### config.mk
export PLATFORM = sky130hd
export DESIGN_NAME = gf2_poly_div_seq
export DESIGN_NICKNAME = d
export VERILOG_FILES = /design/src/rtl/gf2_poly_div_seq.sv
export SDC_FILE = /design/constraint.sdc
export NUM_CORES = 1
export LEC_CHECK = 0
export CAP_MARGIN = 5
export CORE_MARGIN = 3
export CORE_UTILIZATION = 40
export DETAILED_ROUTE_END_ITERATION = 10
export HOLD_SLACK_MARGIN = 0.06
export PLACE_DENSITY = 0.65
export SLEW_MARGIN = 30
export SYNTH_ARGS = -nofsm -noshare
export SYNTH_HDL_FRONTEND = slang
export SYNTH_SLANG_ARGS = --single-unit
### constraint.sdc
create_clock -name clk -period 3.1 [get_ports clk]
set_clock_uncertainty 0.2 [all_clocks]
set_input_delay 0.62 -clock clk [delete_from_list [all_inputs] [get_ports clk]]
set_output_delay 0.62 -clock clk [all_outputs]
set_load 0.02 [all_outputs]
### src/rtl/gf2_poly_div_seq.sv
// Carry-less GF(2) long divider A/B -> Q,R, one dividend bit per cycle; (M-d)+N cycles from accept (M if B==0).
// Result is held in DONE until out_ready; operands are accepted only in IDLE, never in the handoff cycle.
module gf2_poly_div_seq #(
  parameter int M = 10,
  parameter int N = 19
) (
  input  logic         clk,
  input  logic         rst_n,
  input  logic         start_valid,
  output logic         start_ready,
  input  logic [N-1:0] dividend,
  input  logic [M-1:0] divisor,
  output logic         out_valid,
  input  logic         out_ready,
  output logic [N-1:0] quotient,
  output logic [M-2:0] remainder,
  output logic         div_by_zero
);

  localparam int DW = (M > 1) ? $clog2(M) : 1;
  localparam int IW = (N > 1) ? $clog2(N) : 1;

  typedef enum logic [1:0] {IDLE, DEG, DIV, DONE} state_t;

  state_t        state, state_nxt;
  logic [N-1:0]  w, w_nxt;
  logic [N-1:0]  q, q_nxt;
  logic [M-1:0]  dv, dv_nxt;
  logic [DW-1:0] idx, idx_nxt;
  logic [DW-1:0] d, d_nxt;
  logic [IW-1:0] i, i_nxt;
  logic [IW-1:0] sh;
  logic [N-1:0]  dsh;
  logic [N-1:0]  quo_nxt;
  logic [M-2:0]  rem_nxt;
  logic          dbz_nxt;
  logic          accept;
  logic          hit;

  assign start_ready = (state == IDLE) && rst_n;
  assign accept      = start_valid && start_ready;
  assign out_valid   = (state == DONE);

  // Divisor aligned so its leading term sits under working bit i.
  assign sh  = i - IW'(d);
  assign dsh = N'(dv) << sh;
  assign hit = (i >= IW'(d)) && w[i];

  always_ff @(posedge clk or negedge rst_n) begin
    if (!rst_n) begin
      state       <= IDLE;
      w           <= '0;
      q           <= '0;
      dv          <= '0;
      idx         <= '0;
      d           <= '0;
      i           <= '0;
      quotient    <= '0;
      remainder   <= '0;
      div_by_zero <= 1'b0;
    end else begin
      state       <= state_nxt;
      w           <= w_nxt;
      q           <= q_nxt;
      dv          <= dv_nxt;
      idx         <= idx_nxt;
      d           <= d_nxt;
      i           <= i_nxt;
      quotient    <= quo_nxt;
      remainder   <= rem_nxt;
      div_by_zero <= dbz_nxt;
    end
  end

  always_comb begin
    state_nxt = state;
    w_nxt     = w;
    q_nxt     = q;
    dv_nxt    = dv;
    idx_nxt   = idx;
    d_nxt     = d;
    i_nxt     = i;
    quo_nxt   = quotient;
    rem_nxt   = remainder;
    dbz_nxt   = div_by_zero;
    unique case (state)
      IDLE: begin
        if (accept) begin
          w_nxt     = dividend;
          dv_nxt    = divisor;
          idx_nxt   = DW'(M - 1);
          q_nxt     = '0;
          dbz_nxt   = 1'b0;
          state_nxt = DEG;
        end
      end
      DEG: begin
        if (dv[idx]) begin
          d_nxt     = idx;
          i_nxt     = IW'(N - 1);
          state_nxt = DIV;
        end else if (idx == '0) begin
          dbz_nxt   = 1'b1;
          quo_nxt   = '0;
          rem_nxt   = '0;
          state_nxt = DONE;
        end else begin
          idx_nxt = idx - DW'(1);
        end
      end
      DIV: begin
        if (hit) begin
          w_nxt = w ^ dsh;
          q_nxt = q | (N'(1) << sh);
        end
        if (i == '0) begin
          quo_nxt   = q_nxt;
          rem_nxt   = w_nxt[M-2:0];
          state_nxt = DONE;
        end else begin
          i_nxt = i - IW'(1);
        end
      end
      DONE: begin
        if (out_ready) state_nxt = IDLE;
      end
      default: state_nxt = IDLE;
    endcase
  end

  // Every term at or above the divisor degree must be cancelled by the last DIV step.
  assert property (@(posedge clk) disable iff (!rst_n)
    (state == DIV && i == '0) |-> (w_nxt[N-1:M-1] == '0));

  assert property (@(posedge clk) disable iff (!rst_n)
    (state == DONE && !out_ready) |=> $stable({quotient, remainder, div_by_zero}));

endmodule

# After elaboration in Yosys (flattened, before gate mapping)
# Index checks and enable logic that the tools add are counted.
# totals
ff_bits	92
in_bits	33
out_inout_bits	31
elab_cells	87
# classes
n_addsub	3
order_cmp	3
eq_ne	13
shifts	2
n_mux	35
n_bitwise	2
n_reduce_logical	18
# op_table
op	count
19-bit two-way mux	7
19-bit one-hot mux with 2 select lines	3
9-bit two-way mux	3
19-bit bitwise OR	1
1-bit by 5-bit left shift with 19-bit output, first input constant	1
10-bit by 5-bit left shift with 19-bit output	1
19-bit XOR	1
9-bit one-hot mux with 2 select lines	1
2-bit inequality test, second input constant	8
4-bit AND reduction	4
4-bit two-way mux	3
2-bit two-way mux	5
5-bit two-way mux	2
5-bit one-hot mux with 2 select lines	1
2-bit one-hot mux with 4 select lines	1
4-bit one-hot mux with 2 select lines	1
5-bit by 6-bit less-than comparator with 1-bit output, second input constant	1
2-bit AND reduction	3
3-bit AND reduction	2
2-bit nonzero test	3
1-bit binary-select mux with 5-bit select	1
5-bit by 4-bit >= comparator with 1-bit output	1
5-bit zero test	1
4-bit by 5-bit less-than comparator with 1-bit output, second input constant	1
other kinds (13)	20

# Depth between registers and ports, before layout
# depth
depth_word	6
ltp_mapped	13
depth_no_buf	10

# Worst setup path after synthesis
# Ideal clock, no wire load.
# synth_timing
kind	register -> register
startpoint	register i[0]
endpoint	register w[15]
setup_time_ns	0.137
arrival_ns	2.689
required_time_ns	2.763
slack_ns	0.074
stages_incl_launch_ff	13
n_path_buf	3
synth_period_minus_slack_ns	3.026
path_cell_list	dfrtp_1 -> buf_6 -> inv_1 -> ha_1 -> fa_1 -> buf_2 -> buf_1 -> mux2i_1 -> o21ai_0 -> nand2_1 -> a21boi_0 -> mux2i_1 -> a21oi_1
# synth_via
elab_chain_cells	5
elab_cells_between_ends	11
classes_between	add/sub: 1; order compare: 1; eq/ne: 1; shift: 1; mux: 4; bitwise: 1; reduce/logical: 2
# synth_rtl
element	line_no	text
from (decl)	31	logic [IW-1:0] i, i_nxt;
from (signal assigned)	68	i <= i_nxt;
5-bit by 4-bit subtractor with 5-bit output / 1-bit binary-select mux with 5-bit select (equally long branches)	45, 47	
10-bit by 5-bit left shift with 19-bit output / 1-bit two-way mux (equally long branches)	46, 47	
19-bit XOR / 1-bit logical AND (equally long branches)	113, 47	
19-bit two-way mux / 2-bit inequality test (equally long branches)	-	
19-bit one-hot mux with 2 select lines / 3-bit AND reduction (equally long branches)	-	
to (signal assigned)	63	w <= w_nxt;
to (decl)	26	logic [N-1:0] w, w_nxt;
# Parallel ways exist; a longest one is shown, timed or not. The select of a mux whose other input is x is not followed.
# A chain may end at the register's enable or synchronous reset.

# Worst setup path after layout
# layout_timing
startpoint	register d[0]
endpoint	register w[14]
# layout_via
elab_chain_cells	5
elab_cells_between_ends	9
classes_between	add/sub: 1; order compare: 1; eq/ne: 1; shift: 1; mux: 2; bitwise: 1; reduce/logical: 2
# layout_rtl
element	line_no	text
from (decl)	30	logic [DW-1:0] d, d_nxt;
from (signal assigned)	67	d <= d_nxt;
5-bit by 4-bit subtractor with 5-bit output	45	assign sh = i - IW'(d);
10-bit by 5-bit left shift with 19-bit output	46	assign dsh = N'(dv) << sh;
19-bit XOR	113	w_nxt = w ^ dsh;
19-bit two-way mux	112	if (hit) begin
19-bit one-hot mux with 2 select lines	86	unique case (state)
# Parallel ways exist; a longest one is shown, timed or not. The select of a mux whose other input is x is not followed.

==> impl_summary.log <==
INFO  metric status = completed
INFO  metric startpoint_type = register
INFO  metric synth.top_cells.by_area = dfrtp_1, mux2i_1, a21oi_1
INFO  metric met3_length = 756 µm
INFO  metric critPathArrivalTime = 2.98 ns
INFO  metric maxClockFrequency = 337 MHz
INFO  metric crit_fanout = 18
INFO  metric dominantRegCellSynth = dfrtp_1
INFO  metric power.share.combinational = 60.8%
INFO  metric drt-initial-drc-count = 309
INFO  metric switching_share = 47.3%
INFO  metric postSynthCellCount = 579
INFO  metric cts_buffers = 9
INFO  metric cp.required = 3.12 ns
INFO  metric route.met2.wl = 6.77 mm
INFO  metric first_global_vias = 4695
INFO  metric muxShareOfSynthArea = 12.4%
INFO  metric maxSlewHeadroom = 44.5%
INFO  metric static-leakage-power = 2.88 nW
INFO  metric worst_setup_hold_path_clk_slew = 0.06 ns
INFO  metric synth.most_common_cell = dfrtp_1
INFO  metric synth-edff-count = 0
INFO  metric synth.yosys.warnings = 0
INFO  metric synth_area_per_cell = 9.37 µm²
INFO  metric placeableCoreArea = 0.0129 mm²
INFO  metric initial_antenna_violation_count = 0
INFO  metric share_seq_of_total_power = 24.9%
INFO  metric power_switching = 3.80 mW
INFO  metric total_power_of_the_final_layout = 8.03 mW
INFO  metric syn2layout_area_growth = 22.4%
INFO  metric io_pins = 64
INFO  metric cellPowerDensity = 1210 mW/mm²
INFO  metric initial_utilization = 42.0%
INFO  metric synth_top_area_cell = dfrtp_1
INFO  metric yosys-top-cells-count = dfrtp_1, nand2_1, a21oi_1, nor2_1, mux2i_1
INFO  metric die_height = 122 µm
INFO  metric synthesis.area = 0.00542 mm²
INFO  metric cts_root_buf = clkbuf_16
INFO  metric clock_insertion_delay_worst_skew = 0.35 ns
INFO  metric synthesis.nets = 626
INFO  metric finish.cell_count_without_fillers = 823
INFO  metric routabilityCongestion = 0.947
INFO  metric wirelength = 14.6 mm
INFO  metric yosys.area.top_type_share = 42.4%
INFO  metric cts_tree = built
INFO  metric yosys.area_share.simple = 17.9%
INFO  metric floorplan.die_area = 0.0150 mm²
INFO  metric max-cap-violations = 0
INFO  metric final_hold_viol_count = 0
INFO  metric htree_levels = 3
INFO  metric ff2ff_setup_slack = 0.13 ns
INFO  metric worst_pin_slew = 0.832 ns
INFO  metric final_layout_size_suffix_gt1_share = 12.9%
INFO  metric crit_type = register to register
INFO  metric final_net_count = 695
INFO  metric routedLengthMet1 = 6.80 mm
INFO  metric grt_overflow = 0
INFO  metric unrepaired_setup_endpoints_after_global_routing = false
INFO  metric yosys.area_share.adder = 3.37%
INFO  metric rr_worst_depth = 10
INFO  metric postSynth.asyncResetShare = 100%
INFO  metric multi_input_area = 0.00290 mm²
INFO  metric io_buffer_count = 63
INFO  metric synth_cell_types = 62
INFO  metric max-vdd-ir-drop = 582 µV
INFO  metric internal-power = 4.23 mW
INFO  metric die_w = 122 µm
INFO  metric ys_seq_elements = 92
INFO  metric detailedRoute.firstPassIterationCount = 5
INFO  metric post_cts_buffers = 0
INFO  metric route.top_layer_used = met4
INFO  metric grt_pass1_wl = 24.0 mm
INFO  metric cts_num_sinks = 92
INFO  metric crit_start = d[0]
INFO  metric synthXorXnorAreaFrac = 2.24%
INFO  metric post_drt_wl_per_cell = 17.7 µm
INFO  metric grt_start_max_net_pins = 66
INFO  metric hold_path_class = input pin to async pin
INFO  metric drv_slew = 0
INFO  metric stdcell_area = 0.00664 mm²
INFO  metric drtAntennaViolNets = 0
INFO  metric synth_sequential_area_ratio = 42.4%
INFO  metric dr_total_vias = 4593
INFO  metric synth_compound_area_share = 17.4%
INFO  metric report.final.setup_viol = 0
INFO  metric finalCriticalPeriod = 2.97 ns
INFO  metric r2r-end = w[14]
INFO  metric totalNegativeSetupSlack = 0 ns
INFO  metric clkPwrFrac = 14.3%
INFO  metric final_core_util = 51.4%
INFO  metric route.detailed.vias_per_inst = 5.58
INFO  metric place_hpwl = 10.8 mm
INFO  metric startpoint_of_the_worst_slack_reg_to_reg_timing_path = d[0]
INFO  metric row_count = 41
INFO  metric cts_buffer_depth = 2
INFO  metric worstSetupEndpointType = register
INFO  metric detail_route.drc_violations = 0
INFO  metric grt_use_total = 20.4%
INFO  metric final-seq-area = 0.00230 mm²
INFO  metric num_antenna_cells = 0
INFO  metric main_combinational_cell_family_by_area_after_synthesis = simple AND/OR/NAND/NOR gates
INFO  metric final_min_period_over_clock_period = 95.7%
INFO  metric n_fill_cell = 1206
INFO  metric cell_total_after_placement = 809
INFO  metric placedInstanceArea = 0.00632 mm²
cell type report:
type,instances,area share (%)
clock buffer,10,3.45
clock inverter,4,1.15
inverter,13,0.735
multi-input combinational,438,43.7
sequential,92,34.7
tap,172,3.24
timing repair buffer,94,13.0
per-stage QoR:
stage / hold WS [ns] / worst slack (ns)
final: 0.0755 / 0.133
after global routing: 0.105 / 0.00662
after CTS: 0.0845 / 0.103
after detailed placement: 0.273 / 0.0957
after global placement: 0.264 / 0.127
after floorplan: 0.124 / 0.0739
registers in the layout, indices dropped and copies added, names as in the netlist:
name,count
q,19
remainder,9
idx,4
state,2
dv,10
d,4
quotient,19
w,19
i,5
div_by_zero,1
worst max-delay path: stages, from the launching register on:
cell     delay (ns)
dfrtp_1        0.40
ha_1           0.21
fa_1           0.49
buf_4          0.23
nor2b_1        0.09
a22o_1         0.32
mux2i_1        0.35
nor2_1         0.10
o21ai_2        0.17
mux2i_1        0.19
a21oi_1        0.08
worst max-delay path by stage:
| stage | end | slack (ns) | cells after the start |
|---|---|---|---|
| floorplan | w[15] | 0.07 | 12 |
| global placement | w[14] | 0.13 | 10 |
| detailed placement | w[14] | 0.1 | 9 |
| CTS | w[14] | 0.10 | 9 |
| global route | w[6] | 0.007 | 10 |
| finish | w[14] | 0.13 | 10 |
kinds of logic (layout without fill, tap and decap cells):
| group | count (synthesis) | count (layout) |
|---|---|---|
| and+or+nand+nor | 199 | 199 |
| AOI/OAI and AO/OA | 155 | 155 |
| DFF | 92 | 92 |
| muxes | 57 | 57 |
| buffers and inverters | 49 | 121 |
| adders and majority gates | 14 | 14 |
| xor gates and xnor gates | 13 | 13 |
placed cells by master, fill, tap and decap left out, types with 9 or more instances in the layout:
cell type        instances
inv_1                   13
mux2_2                  15
nand3_1                 11
o22ai_1                 18
clkdlybuf4s50_1         62
dfrtp_1                 92
nor3_1                  17
and3_1                  10
nand2_1                 69
o21ai_1                 10
ha_1                    13
clkbuf_16                9
o21ai_0                 31
mux2i_1                 36
a21oi_1                 57
buf_4                   31
nor2_1                  45
per-layer routing:
metal	GRT usage (%)	up-vias
met5	0	-
met4	5.88	0
met3	4.65	21
met2	31.2	128
met1	29.1	2229
li1	-	2215
power by group through the flow:
stage | Sequential, mW | Clock (mW) | Combinational, mW
2_1_floorplan | 1.87 | 0 | 3.49
3_3_place_gp | 1.99 | 0 | 4.73
3_5_place_dp | 2.01 | 0 | 4.82
4_1_cts | 1.99 | 1.19 | 4.84
5_1_grt | 2.06 | 1.23 | 5.37
6_report | 2.00 | 1.15 | 4.88
repair_timing:
action	CTS	global route
resized for setup	0	6
setup endpoints to repair	0	9
hold buffers	0	0
Note: power is estimated with default switching activity, not from simulation.
